[config.mk]
export PLATFORM = sky130hd
export DESIGN_NAME = mem_port_arbiter_flat
export DESIGN_NICKNAME = d
export VERILOG_FILES = /design/src/rtl/mem_port_arbiter_if.sv /design/src/rtl/mem_port_arbiter.sv /design/src/flat_wrapper.sv
export SDC_FILE = /design/constraint.sdc
export NUM_CORES = 1
export LEC_CHECK = 0
export CORE_MARGIN = 2
export CORE_UTILIZATION = 41
export DETAILED_ROUTE_END_ITERATION = 10
export GPL_ROUTABILITY_DRIVEN = 0
export PLACE_DENSITY = 0.67
export SETUP_SLACK_MARGIN = 0.5
export SYNTH_ARGS = -nofsm -noshare
export SYNTH_HDL_FRONTEND = slang
export SYNTH_SLANG_ARGS = --single-unit
[constraint.sdc]
create_clock -name clk -period 7.9 [get_ports clk]
set_clock_uncertainty 0.15 [all_clocks]
set_input_delay 1.185 -clock clk [delete_from_list [all_inputs] [get_ports clk]]
set_output_delay 1.185 -clock clk [all_outputs]
set_load 0.005 [all_outputs]
[src/rtl/mem_port_arbiter_if.sv]
// Bus bundle between the byte-wide RAM port arbiter and its clients:
// instruction fetch, load/store stage, branch flush and the RAM itself.
interface mem_port_arbiter_if #(
  parameter int ADDR_WIDTH = 32
);
  logic                  if_req_i;
  logic [ADDR_WIDTH-1:0] if_addr_i;
  logic [31:0]           if_data_o;
  logic                  if_done_o;
  logic                  mem_req_i;
  logic                  mem_we_i;
  logic [ADDR_WIDTH-1:0] mem_addr_i;
  logic [1:0]            mem_len_i;
  logic [31:0]           mem_wdata_i;
  logic [31:0]           mem_rdata_o;
  logic                  mem_done_o;
  logic                  ex_b_flag_i;
  logic [ADDR_WIDTH-1:0] ram_addr_o;
  logic [7:0]            ram_dout_o;
  logic                  ram_wr_o;
  logic [7:0]            ram_din_i;

  // Arbiter side.
  modport slave (
    input  if_req_i, if_addr_i, mem_req_i, mem_we_i, mem_addr_i, mem_len_i,
           mem_wdata_i, ex_b_flag_i, ram_din_i,
    output if_data_o, if_done_o, mem_rdata_o, mem_done_o,
           ram_addr_o, ram_dout_o, ram_wr_o
  );

  // Requester / RAM side.
  modport master (
    output if_req_i, if_addr_i, mem_req_i, mem_we_i, mem_addr_i, mem_len_i,
           mem_wdata_i, ex_b_flag_i, ram_din_i,
    input  if_data_o, if_done_o, mem_rdata_o, mem_done_o,
           ram_addr_o, ram_dout_o, ram_wr_o
  );
endinterface

[src/rtl/mem_port_arbiter.sv]
// Shares one byte-wide RAM port between instruction fetch and the load/store
// stage. Multi-byte transfers are sequenced one byte per cycle, reads are
// assembled little-endian, and a taken branch aborts an in-flight fetch.
// The grant cycle itself drives the first RAM address, so the RAM-side
// outputs are combinational; done pulses and data outputs are registered.
module mem_port_arbiter #(
  parameter int ADDR_WIDTH = 32
) (
  input  logic                clk,
  input  logic                rst,
  mem_port_arbiter_if.slave   bus
);

  typedef enum logic [1:0] {
    IDLE   = 2'd0,
    IF_RD  = 2'd1,
    MEM_RD = 2'd2,
    MEM_WR = 2'd3
  } state_t;

  // Byte count for a MEM length code; code 2 is widened to a full word.
  function automatic logic [2:0] len_to_n(input logic [1:0] len);
    case (len)
      2'd0:    len_to_n = 3'd1;
      2'd1:    len_to_n = 3'd2;
      default: len_to_n = 3'd4;
    endcase
  endfunction

  // Extract little-endian byte idx of a word.
  function automatic logic [7:0] byte_of(input logic [31:0] w, input logic [1:0] idx);
    case (idx)
      2'd0:    byte_of = w[7:0];
      2'd1:    byte_of = w[15:8];
      2'd2:    byte_of = w[23:16];
      default: byte_of = w[31:24];
    endcase
  endfunction

  // Replace little-endian byte idx of a word.
  function automatic logic [31:0] put_byte(input logic [31:0] w, input logic [1:0] idx,
                                           input logic [7:0] b);
    put_byte = w;
    case (idx)
      2'd0:    put_byte[7:0]   = b;
      2'd1:    put_byte[15:8]  = b;
      2'd2:    put_byte[23:16] = b;
      default: put_byte[31:24] = b;
    endcase
  endfunction

  state_t                state_r, state_s;
  logic [2:0]            k_r, k_s;
  logic [2:0]            n_r, n_s;
  logic [ADDR_WIDTH-1:0] base_r, base_s;
  logic [31:0]           wdata_r, wdata_s;
  logic [31:0]           asm_r, asm_s;
  logic [31:0]           if_data_r, if_data_s;
  logic [31:0]           mem_rdata_r, mem_rdata_s;
  logic                  if_done_r, if_done_s;
  logic                  mem_done_r, mem_done_s;
  logic [ADDR_WIDTH-1:0] addr_last_r;
  logic [ADDR_WIDTH-1:0] ram_addr_s;
  logic [7:0]            ram_dout_s;
  logic                  ram_wr_s;
  logic                  grant_ok_s;
  logic [2:0]            km1_s;
  logic [31:0]           asm_cap_s;

  // A grant is blocked during reset and in the dead cycle of a done pulse.
  assign grant_ok_s = !rst && !(if_done_r || mem_done_r);
  // Byte slot being captured: ram_din_i in cycle k belongs to address k-1.
  assign km1_s      = k_r - 3'd1;
  assign asm_cap_s  = put_byte(asm_r, km1_s[1:0], bus.ram_din_i);

  // Next-state, RAM port drive and completion logic.
  always_comb begin
    state_s     = state_r;
    k_s         = k_r;
    n_s         = n_r;
    base_s      = base_r;
    wdata_s     = wdata_r;
    asm_s       = asm_r;
    if_data_s   = if_data_r;
    mem_rdata_s = mem_rdata_r;
    if_done_s   = 1'b0;
    mem_done_s  = 1'b0;
    ram_addr_s  = addr_last_r;
    ram_dout_s  = 8'h00;
    ram_wr_s    = 1'b0;

    case (state_r)
      IDLE: begin
        if (grant_ok_s && bus.mem_req_i) begin
          base_s     = bus.mem_addr_i;
          wdata_s    = bus.mem_wdata_i;
          n_s        = len_to_n(bus.mem_len_i);
          asm_s      = 32'h0000_0000;
          ram_addr_s = bus.mem_addr_i;
          if (bus.mem_we_i) begin
            ram_wr_s   = 1'b1;
            ram_dout_s = bus.mem_wdata_i[7:0];
            if (len_to_n(bus.mem_len_i) == 3'd1) begin
              // Single-byte store finishes in the grant cycle.
              state_s    = IDLE;
              k_s        = 3'd0;
              mem_done_s = 1'b1;
            end else begin
              state_s = MEM_WR;
              k_s     = 3'd1;
            end
          end else begin
            state_s = MEM_RD;
            k_s     = 3'd1;
          end
        end else if (grant_ok_s && bus.if_req_i && !bus.ex_b_flag_i) begin
          base_s     = bus.if_addr_i;
          n_s        = 3'd4;
          asm_s      = 32'h0000_0000;
          ram_addr_s = bus.if_addr_i;
          state_s    = IF_RD;
          k_s        = 3'd1;
        end else begin
          state_s = IDLE;
        end
      end

      IF_RD, MEM_RD: begin
        if (k_r < n_r) begin
          ram_addr_s = base_r + ADDR_WIDTH'(k_r);
        end else begin
          ram_addr_s = addr_last_r;
        end
        if ((state_r == IF_RD) && bus.ex_b_flag_i) begin
          // Taken branch: drop the fetch and everything still in flight.
          state_s = IDLE;
          k_s     = 3'd0;
        end else begin
          asm_s = asm_cap_s;
          if (k_r == n_r) begin
            state_s = IDLE;
            k_s     = 3'd0;
            if (state_r == IF_RD) begin
              if_data_s = asm_cap_s;
              if_done_s = 1'b1;
            end else begin
              mem_rdata_s = asm_cap_s;
              mem_done_s  = 1'b1;
            end
          end else begin
            k_s = k_r + 3'd1;
          end
        end
      end

      MEM_WR: begin
        ram_addr_s = base_r + ADDR_WIDTH'(k_r);
        ram_wr_s   = 1'b1;
        ram_dout_s = byte_of(wdata_r, k_r[1:0]);
        if (k_r == (n_r - 3'd1)) begin
          state_s    = IDLE;
          k_s        = 3'd0;
          mem_done_s = 1'b1;
        end else begin
          k_s = k_r + 3'd1;
        end
      end

      default: begin
        state_s = IDLE;
        k_s     = 3'd0;
      end
    endcase
  end

  // State, latched transaction and registered outputs.
  always_ff @(posedge clk or posedge rst) begin
    if (rst) begin
      state_r     <= IDLE;
      k_r         <= 3'd0;
      n_r         <= 3'd0;
      base_r      <= '0;
      wdata_r     <= 32'h0000_0000;
      asm_r       <= 32'h0000_0000;
      if_data_r   <= 32'h0000_0000;
      mem_rdata_r <= 32'h0000_0000;
      if_done_r   <= 1'b0;
      mem_done_r  <= 1'b0;
      addr_last_r <= '0;
    end else begin
      state_r     <= state_s;
      k_r         <= k_s;
      n_r         <= n_s;
      base_r      <= base_s;
      wdata_r     <= wdata_s;
      asm_r       <= asm_s;
      if_data_r   <= if_data_s;
      mem_rdata_r <= mem_rdata_s;
      if_done_r   <= if_done_s;
      mem_done_r  <= mem_done_s;
      addr_last_r <= ram_addr_s;
    end
  end

  assign bus.if_data_o   = if_data_r;
  assign bus.if_done_o   = if_done_r;
  assign bus.mem_rdata_o = mem_rdata_r;
  assign bus.mem_done_o  = mem_done_r;
  assign bus.ram_addr_o  = ram_addr_s;
  assign bus.ram_dout_o  = ram_dout_s;
  assign bus.ram_wr_o    = ram_wr_s;

endmodule

[src/flat_wrapper.sv]
// flat-port wrapper written by rule: the top's interface ports become plain ports
module mem_port_arbiter_flat 
#(
  parameter int ADDR_WIDTH = 32
)
  (clk, rst, bus_if_req_i, bus_if_addr_i, bus_mem_req_i, bus_mem_we_i, bus_mem_addr_i, bus_mem_len_i, bus_mem_wdata_i, bus_ex_b_flag_i, bus_ram_din_i, bus_if_data_o, bus_if_done_o, bus_mem_rdata_o, bus_mem_done_o, bus_ram_addr_o, bus_ram_dout_o, bus_ram_wr_o);
  mem_port_arbiter_if #(.ADDR_WIDTH(ADDR_WIDTH)) bus_i ();
  input  logic clk;
  input  logic rst;
  input wire logic [$bits(bus_i.if_req_i)-1:0] bus_if_req_i;
  input wire logic [$bits(bus_i.if_addr_i)-1:0] bus_if_addr_i;
  input wire logic [$bits(bus_i.mem_req_i)-1:0] bus_mem_req_i;
  input wire logic [$bits(bus_i.mem_we_i)-1:0] bus_mem_we_i;
  input wire logic [$bits(bus_i.mem_addr_i)-1:0] bus_mem_addr_i;
  input wire logic [$bits(bus_i.mem_len_i)-1:0] bus_mem_len_i;
  input wire logic [$bits(bus_i.mem_wdata_i)-1:0] bus_mem_wdata_i;
  input wire logic [$bits(bus_i.ex_b_flag_i)-1:0] bus_ex_b_flag_i;
  input wire logic [$bits(bus_i.ram_din_i)-1:0] bus_ram_din_i;
  output wire logic [$bits(bus_i.if_data_o)-1:0] bus_if_data_o;
  output wire logic [$bits(bus_i.if_done_o)-1:0] bus_if_done_o;
  output wire logic [$bits(bus_i.mem_rdata_o)-1:0] bus_mem_rdata_o;
  output wire logic [$bits(bus_i.mem_done_o)-1:0] bus_mem_done_o;
  output wire logic [$bits(bus_i.ram_addr_o)-1:0] bus_ram_addr_o;
  output wire logic [$bits(bus_i.ram_dout_o)-1:0] bus_ram_dout_o;
  output wire logic [$bits(bus_i.ram_wr_o)-1:0] bus_ram_wr_o;
  assign bus_i.if_req_i = bus_if_req_i;
  assign bus_i.if_addr_i = bus_if_addr_i;
  assign bus_i.mem_req_i = bus_mem_req_i;
  assign bus_i.mem_we_i = bus_mem_we_i;
  assign bus_i.mem_addr_i = bus_mem_addr_i;
  assign bus_i.mem_len_i = bus_mem_len_i;
  assign bus_i.mem_wdata_i = bus_mem_wdata_i;
  assign bus_i.ex_b_flag_i = bus_ex_b_flag_i;
  assign bus_i.ram_din_i = bus_ram_din_i;
  assign bus_if_data_o = bus_i.if_data_o;
  assign bus_if_done_o = bus_i.if_done_o;
  assign bus_mem_rdata_o = bus_i.mem_rdata_o;
  assign bus_mem_done_o = bus_i.mem_done_o;
  assign bus_ram_addr_o = bus_i.ram_addr_o;
  assign bus_ram_dout_o = bus_i.ram_dout_o;
  assign bus_ram_wr_o = bus_i.ram_wr_o;
  mem_port_arbiter #(.ADDR_WIDTH(ADDR_WIDTH)) u_core (.clk(clk), .rst(rst), .bus(bus_i));
endmodule
==> out/results.ini, run 1 <==
[placement]
placed_area_um2 = 12610
hpwl_mm = 19.38
port_buffers = 218
place_ws_ns = 2.468

[logic_synthesis]
syn_avg_cell_area_um2 = 10.59
async_reset_ff_frac = 1.000
yosysWarnings = 0
yosysSeqAreaShare = 0.4900
synth_top_area_share = 0.4900
synthCells = 974
ys.flop_type = dfrtp_1
synth_cell_types = 78
ys_ff_latch = 202
ys_top_cells_by_area = dfrtp_1 (49%), mux2i_1 (5.7%), o21ai_0 (3.8%), a21oi_1 (3.8%), mux2_2 (3.6%)
synth_area_leader_cell = dfrtp_1
synthesis.area_um2 = 10320
synth_edf_count = 0
synthesis.nets = 1106

[outcome]
outcome = finished, final reports clean

[cells_and_area]
area_growth_pct = 30.78
layout-drive-gt1-share = 0.1078
final_cell_mix = clkdlybuf4s50_1 (218), dfrtp_1 (202), nand2_1 (87)
final_nets = 1276
diodes = 0
final_common_cell = clkdlybuf4s50_1
final_util = 0.5404
fin_area_um2 = 13490

[die]
die_h_um = 162.6
start_util = 0.4132
num_rows = 58
fp.dieArea_um2 = 26450
ioPinCount = 219
core_area_um2 = 24960
die_w_um = 162.6

[clock_tree]
cts_tree = done
htreeDepth = 1
cts_resized = 0
clkSlewWorstSetupHoldPaths_ns = 0.06
worst_skew_pair.late_latency_ns = 0.51
post_cts_buffers = 0
cts.sinks = 202
cts_made_buffers = 24
holdBufCountCts = 0
cts.path.max_buffers = 3
cts_root_buf = clkbuf_16

[detailed_routing]
wl_mm = 28.41
wl_per_cell_um = 19.07
num_vias = 8352
drc = 0
drt-pass1-iter-count = 6
antenna_left = 0
viasPerCell = 5.605
dr.first_iter.drc_count = 720

[critical_path]
r2r-end = u_core.addr_last_r[17]
rr_startpoint = u_core.k_r[2]
crit_fanout = 62
crit_path_end_kind = primary output
reg2reg_slack_ns = 4.78
reg2regPathDepth = 6
cp.required_ns = 6.57
crit_path_start_kind = primary input
worstSetupPathType = primary input to primary output
crit_start = rst
cp.arrival_ns = 4.12

[hold_path]
hold_start = u_core.bus.if_data_o[1]
worstHoldEndpoint = u_core.bus.if_data_o[1]
hold_path.class = flop to flop
min_path_cells = 2

[power_and_ir_drop]
swShare = 0.3590
max-vdd-ir-drop_mv = 0.2211
leakage_uw = 0.005460
p_switching_uw = 1895
comb_power_share = 0.438
pwr_density_cell_nw_per_um2 = 391.2
p_seq_frac = 0.330
pwr-share-clk = 0.232
p_int_uw = 3383

[global_routing]
grt_usage = 0.2148
grt-ovfl-total = 0
antenna_found_initial = 3
grt_pass1_wl_mm = 45.54
grt_max_degree = 124
grt_pass1_vias = 8362

[sta]
report.final.slew_viol_count = 0
setup_viol = 0
tightest_slew_ns = 1.120
setup_ws_ns = 2.448
maxSlewHeadroom = 0.2477
clock.fmax_mhz = 183.4
final.setup.tns_ns = 0
timing.hold.ws_ns = 0.3254
final_hold_viol_count = 0
rsz0062_at_grt = no
min_period_ns = 5.452
post-route-period-util = 0.6901

[job]
maxCapViolations = 0

## area by class of cell
type                            count  area, µm²
Clock buffer                       30      654.4
Clock inverter                     12      224.0
Fill cell                        2260      11470
Inverter                           21      86.33
Multi-Input combinational cell    666       4795
Sequential cell                   202       5055
Tap cell                          330      412.9
Timing Repair Buffer              229       2265
## per-layer routing
layer | vias to the layer above | GRT usage | wire length, µm
li1 | 3949 | - | -
met1 | 4054 | 0.3029 | 12890
met5 | - | 0 | 42
met3 | 68 | 0.03540 | 1532
met2 | 275 | 0.3369 | 13070
met4 | 6 | 0.07442 | 877
## power groups by stage
stage                     Combinational [µW]  Clock (µW)  Sequential (µW)
after floorplan                         1390           0             1680
after global placement                  2280           0             1740
after detailed placement                2310           0             1750
after CTS                               2330        1250             1740
after global routing                    2550        1300             1790
final                                   2310        1230             1740
## worst max-delay path: stages
cell	delay, ns
clkdlybuf4s50_1	0.60
nor4b_4	0.27
buf_4	0.66
nand2_1	0.23
nor2_4	0.32
a22oi_1	0.14
nor2_1	0.12
clkdlybuf4s50_1	0.51
## cell usage after synthesis, types with 2 or more instances
master	instances
buf_2	17
nand3_1	14
nand4_1	5
o221ai_1	7
and2_1	10
a22oi_1	18
clkbuf_1	40
dfrtp_1	202
nand2_2	2
inv_1	21
a211oi_1	2
nor4_1	4
o2111ai_1	4
nor4_2	6
buf_1	14
buf_4	9
xnor2_1	28
mux2i_1	59
nor2_1	51
and2_2	2
a21o_1	3
a32o_1	8
and3_1	5
ha_1	19
nor4_4	2
o21a_1	3
nor3_1	8
a21oi_1	78
buf_6	2
nand2_1	88
o21ai_1	3
a221o_1	4
o21ai_0	79
a222oi_1	29
a221oi_2	2
xor2_1	4
a221oi_1	14
or2_2	4
and4_1	4
mux2_2	33
a22o_1	30
## registers in the layout, summed over array words and instances (netlist names)
name                    count
u_core.k_r                  3
u_core.state_r              2
u_core.base_r              32
u_core.asm_r               32
u_core.wdata_r             32
u_core.bus.if_data_o       32
u_core.addr_last_r         32
u_core.bus.mem_done_o       1
u_core.bus.if_done_o        1
u_core.n_r                  3
u_core.bus.mem_rdata_o     32
## cell families (layout without fill, tap and decap cells)
group / after synthesis / count (layout) / share of synthesized area
compound gates: 303 / 303 / 0.2061
simple gates: 219 / 219 / 0.1116
flops: 202 / 202 / 0.4900
buf+inv: 106 / 292 / 0.04694
mux: 92 / 92 / 0.09327
xor+xnor: 32 / 32 / 0.02717
fa+ha+maj: 20 / 20 / 0.02499
## worst max path at each step
stage                       endpoint  slack [ns]  cells after the start
6_report           bus_ram_dout_o[5]        2.45                      8
5_1_grt            bus_ram_dout_o[5]        2.29                      8
3_5_place_dp       bus_ram_dout_o[2]        2.47                      8
3_3_place_gp       bus_ram_dout_o[5]        2.50                      8
2_1_floorplan  u_core.addr_last_r[0]        1.05                      1
4_1_cts            bus_ram_dout_o[5]        2.45                      8
## per-stage QoR
step           total power [µW]  cells
2_1_floorplan              3074    974
3_3_place_gp               4020   1448
3_5_place_dp               4066   1448
4_1_cts                    5318   1490
5_1_grt                    5646   1490
6_report                   5278   1490
No activity file was read; power rests on OpenSTA's default activity.
==> run 2, diff against run 1 <==
PLACE_DENSITY = 0.69   (was 0.67)
clock period = 4.9 ns   (was 7.9 ns; I/O delays follow)
==> run 2 against run 1 <==
Effect of this change:
- register-to-register slack got worse by 2.8 ns
- setup slack got worse by 1.8 ns
- flip-flop and latch count unchanged
- cell area increased by 0.64%
- count of clock-buffer cells in the layout increased by 7
- clock power increased by 46%
- non-clock buffer count increased by 12
- critical path depth increased by 1
- utilization increased by 0.35 points
- wire length decreased by 0.35%
- critical path type is now flop to primary output
- largest power group unchanged
- highest routed layer unchanged
==> out/results.ini, run 2 (synthesized netlist as in run 1, its figures left out) <==
[placement]
placed_area_um2 = 12690
hpwl_mm = 19.39
placed_cells = 1456
port_buffers = 218

[clock_tree]
cts_tree = done
cts_root_buf = clkbuf_16
worst_skew_pair.late_latency_ns = 0.51
clkSlewWorstSetupHoldPaths_ns = 0.06
holdBufCountCts = 0
cts.sinks = 202
cts_made_buffers = 23
htreeDepth = 1
cts.path.max_buffers = 3

[sta]
final_hold_viol_count = 0
setup_viol = 0
rsz0062_at_grt = yes
clock.fmax_mhz = 234.7
report.final.slew_viol_count = 0
final.setup.tns_ns = 0
min_period_ns = 4.260
tightest_slew_ns = 0.9646
maxSlewHeadroom = 0.3569
post-route-period-util = 0.8694

[critical_path]
reg2regPathDepth = 7
crit_path_end_kind = primary output
crit_family = simple AND/OR/NAND/NOR gates
reg2reg_slack_ns = 1.99
rr_startpoint = u_core.state_r[1]
slowest_delay_ns = 0.54
cp.required_ns = 4.01
crit_path_top_delay_cell = clkdlybuf4s50_1
worstPathCellList = ha_1 > inv_1 > fa_1 > and2b_4 > o2111ai_4 > nor4_2 > xnor2_1 > a211oi_2 > clkdlybuf4s50_1
cp.buffers_inverters = 2
crit_path_start_kind = flop
cp.arrival_ns = 3.38
worstSetupPathType = flop to primary output
crit_fanout = 8
r2r-end = u_core.base_r[19]

[detailed_routing]
dr.first_iter.drc_count = 700
drt-pass1-iter-count = 7
viasPerCell = 5.563
antenna_left = 0
drc = 0
wl_mm = 28.31
num_vias = 8355
wl_per_cell_um = 18.85

[die]
ioPinCount = 219
fp.dieArea_um2 = 26450
die_h_um = 162.6
start_util = 0.4132
num_rows = 58
core_area_um2 = 24960
die_w_um = 162.6

[cells_and_area]
layout-drive-gt1-share = 0.1230
seq_area_um2 = 5056
area_growth_pct = 31.62
final_cells = 1502
final_nets = 1287
multiInputGateArea_um2 = 4843
final_common_cell = clkdlybuf4s50_1
final_cell_mix = clkdlybuf4s50_1 (217), dfrtp_1 (201), nand2_1 (86)
final_util = 0.5439
fin_area_um2 = 13580
num-fill-cells = 2212

[global_routing]
grt_max_degree = 141
grt-ovfl-total = 0
antenna_found_initial = 2
grt_usage = 0.2110
grt_pass1_wl_mm = 44.62
grt_pass1_vias = 8260

[hold_path]
min_path_cells = 2
worstHoldEndpoint = u_core.bus.if_data_o[2]
hold_path.class = flop to flop
hold_start = u_core.bus.if_data_o[2]

[power_and_ir_drop]
pwr_density_cell_nw_per_um2 = 618.6
leakage_uw = 0.005539
power_uw = 8400
max-vdd-ir-drop_mv = 0.3319

[outcome]
outcome = finished, final reports clean

[job]
maxCapViolations = 0

==> run 2: cell count changes in the layout (fill, tap and decap cells not counted), moves of 2 or more <==
| cell | delta |
|---|---|
| clkbuf_8 | +9 |
| buf_4 | +10 |
| buf_12 | +2 |
| bufinv_16 | -4 |
| clkinv_4 | -2 |
| nor4_4 | +2 |
| nor4_1 | -2 |
| clkbuf_16 | -2 |
==> run 2: area by class of cell <==
cell class                      count  share of cell area
Sequential cell                   202              0.3724
Multi-Input combinational cell    666              0.3567
Timing Repair Buffer              241              0.1755
Clock buffer                       37             0.05363
Tap cell                          330             0.03041
Inverter                           21            0.006082
Clock inverter                      4            0.005160
Antenna cell                        1           0.0001843
==> run 2: timing repair <==
action,4_1_cts,5_1_grt
pin swaps,0,2
resized for setup,2,10
endpoints found under the setup margin,6,23
setup buffers,0,4
==> run 2: worst min-delay path: cells and delay by family (launching register included) <==
family	cells	cell delay [ns]
compound gates	1	0.06
flops	1	0.34
simple gates	1	0.04
==> run 2: how the worst max path moves through the flow <==
| stage | from | depth (start not counted) | to | slack, ns |
|---|---|---|---|---|
| floorplan | rst | 1 | u_core.addr_last_r[0] | 1.40 |
| global placement | rst | 7 | bus_ram_addr_o[7] | 0.60 |
| detailed placement | bus_ex_b_flag_i | 7 | bus_ram_addr_o[7] | 0.57 |
| CTS | u_core.k_r[0] | 9 | bus_ram_addr_o[28] | 0.54 |
| global route | u_core.k_r[0] | 9 | bus_ram_addr_o[20] | 0.45 |
| finish | u_core.k_r[0] | 9 | bus_ram_addr_o[26] | 0.64 |
==> run 2: where the power goes <==
part / leakage [µW] / total, µW / switching, µW / internal, µW
Clock: 0.000396 / 1790 / 678 / 1110
Sequential: 0.00253 / 2800 / 478 / 2320
Combinational: 0.00262 / 3800 / 1890 / 1920
Total: 0.00554 / 8400 / 3040 / 5360
==> run 2: metal layers <==
layer	routed length, µm	up-vias	global-route usage
met3	1399	54	0.03234
met2	13010	245	0.3368
met1	13070	4080	0.2964
met4	823	2	0.06798
met5	13	-	0
li1	-	3974	-
==> run 2: metrics by stage <==
step / hold slack [ns] / setup slack (ns)
6_report: 0.3257 / 0.6399
3_3_place_gp: 0.3110 / 0.6024
5_1_grt: 0.3539 / 0.4546
2_1_floorplan: 0.3063 / 1.399
4_1_cts: 0.3337 / 0.5449
3_5_place_dp: 0.3204 / 0.5739
==> run 3, diff against run 2 <==
CORE_UTILIZATION = 47   (was 41)
PLACE_DENSITY = 0.78   (was 0.69)
==> run 3 against run 2 <==
Effect of this change:
- flip-flop and latch count did not move
- die area fell by 12%
- final cell count fell by 3.3%
- wire length rose by 0.85%
- clock power fell by 11%
- count of clock-buffer cells in the layout fell by 8
- register-to-register slack got worse by 0.08 ns
- critical path type unchanged
- critical endpoint is now bus_ram_addr_o[18]
==> out/results.ini, run 3 (synthesized netlist as in run 1, its figures left out) <==
[outcome]
outcome = finished, final reports clean

[die]
ioPinCount = 219
num_rows = 54
die_h_um = 152.2
die_w_um = 152.2
core_area_um2 = 21690
fp.dieArea_um2 = 23150
start_util = 0.4757

[critical_path]
r2r-end = u_core.base_r[19]
cp.arrival_ns = 3.39
slowest_delay_ns = 0.49
worstPathCellList = ha_2 > inv_1 > fa_1 > and2b_4 > o211ai_1 > o31a_2 > o21ai_0 > a22oi_1 > clkdlybuf4s50_1
crit_fanout = 6
rr_startpoint = u_core.state_r[1]
crit_path_start_kind = flop
crit_path_end_kind = primary output
reg2regPathDepth = 6
cp.required_ns = 4.01
crit_path_top_delay_cell = clkdlybuf4s50_1
worstSetupPathType = flop to primary output
crit_start = u_core.k_r[0]
reg2reg_slack_ns = 1.91

[detailed_routing]
num_vias = 8611
antenna_left = 0
drc = 0
dr.first_iter.drc_count = 711
wl_per_cell_um = 19.66
wl_mm = 28.55
drt-pass1-iter-count = 7
viasPerCell = 5.930

[clock_tree]
cts_made_buffers = 22
cts.sinks = 202
cts_root_buf = clkbuf_16
cts.path.max_buffers = 3
worst_skew_pair.late_latency_ns = 0.50
cts_tree = done
htreeDepth = 1
clkSlewWorstSetupHoldPaths_ns = 0.06

[cells_and_area]
num-fill-cells = 1728
layout-drive-gt1-share = 0.1255
final_common_cell = clkdlybuf4s50_1
final_cell_mix = clkdlybuf4s50_1 (213), dfrtp_1 (200), nand2_1 (86)
final_nets = 1291
area_growth_pct = 30.77

[power_and_ir_drop]
pwr_density_cell_nw_per_um2 = 612.7
max-vdd-ir-drop_mv = 0.3994
leakage_uw = 0.005572
power_uw = 8266

[sta]
min_period_ns = 4.271
final.setup.tns_ns = 0
clock.fmax_mhz = 234.1
report.final.slew_viol_count = 0
tightest_slew_ns = 1.069
maxSlewHeadroom = 0.2847
setup_viol = 0
rsz0062_at_grt = no
post-route-period-util = 0.8717
final_hold_viol_count = 0

[global_routing]
grt_usage = 0.2416
grt_pass1_vias = 8738
antenna_found_initial = 2
grt_pass1_wl_mm = 46.53
grt-ovfl-total = 0
grt_max_degree = 83

[placement]
port_buffers = 218
hpwl_mm = 19.86

[hold_path]
min_path_cells = 2
worstHoldEndpoint = u_core.bus.if_data_o[7]
hold_path.class = flop to flop
hold_start = u_core.bus.if_data_o[7]

[job]
maxCapViolations = 0

[run 3: cell count changes in the layout (fill, tap and decap cells not counted), sizes merged]
cell | previous run | this run
dlymetal6s2s | 1 | 5
buf | 23 | 28
clkbuf | 37 | 29
clkinvlp | 1 | 2
clkinv | 2 | 4
clkdlybuf4s50 | 217 | 213
[run 3: report_power, final]
group | switching (µW) | internal [µW] | total [µW]
clock | 666 | 935 | 1600
combinational | 1900 | 1940 | 3840
sequential | 501 | 2330 | 2830
[run 3: final cells by class]
cell class / count / area, µm² / share of cell area
Antenna cell: 1 / 2.502 / 0.0001855
Clock buffer: 29 / 576.8 / 0.04276
Clock inverter: 7 / 103.9 / 0.007698
Inverter: 21 / 86.33 / 0.006400
Multi-Input combinational cell: 666 / 4871 / 0.3611
Sequential cell: 202 / 5057 / 0.3749
Tap cell: 280 / 350.3 / 0.02597
Timing Repair Buffer: 246 / 2442 / 0.1810
[run 3: metrics by stage]
| step | instances | setup slack, ns | hold slack [ns] | utilization | area, µm² |
|---|---|---|---|---|---|
| finish | 1452 | 0.6287 | 0.3277 | 0.6220 | 13490 |
| floorplan | 974 | 1.399 | 0.3063 | - | 10320 |
| CTS | 1442 | 0.5569 | 0.3316 | 0.6142 | 13320 |
| global placement | 1406 | 0.6889 | 0.3100 | 0.5824 | 12630 |
| global route | 1452 | 0.4898 | 0.3537 | 0.6220 | 13490 |
| detailed placement | 1406 | 0.6379 | 0.3191 | 0.5824 | 12630 |
[run 3: layer usage]
layer	GRT usage	vias to the layer above	routed length (µm)
li1	-	3969	-
met1	0.3307	4241	12410
met2	0.3953	340	13580
met3	0.03925	59	1713
met5	0	-	13
met4	0.08011	2	833
[run 3: worst max-delay path: cells and delay by family (launching register included)]
family                   cells  cell delay (ns)
AO/OA/AOI/OAI                4             0.98
adder cells (fa/ha/maj)      2             0.61
buffers and inverters        2             0.55
flip-flops                   1             0.42
AND/OR/NAND/NOR              1             0.32
[run 3: repair_timing]
action / 4_1_cts / 5_1_grt
setup endpoints to repair: 15 / 18
pin swaps: 0 / 6
hold buffers: 0 / 0
buffers inserted: 0 / 9
resized for setup: 5 / 20
[run 3: worst max-delay path by stage]
stage                       endpoint
2_1_floorplan  u_core.addr_last_r[0]
3_3_place_gp       bus_ram_addr_o[0]
3_5_place_dp       bus_ram_addr_o[4]
4_1_cts           bus_ram_addr_o[28]
5_1_grt           bus_ram_addr_o[22]
6_report          bus_ram_addr_o[18]
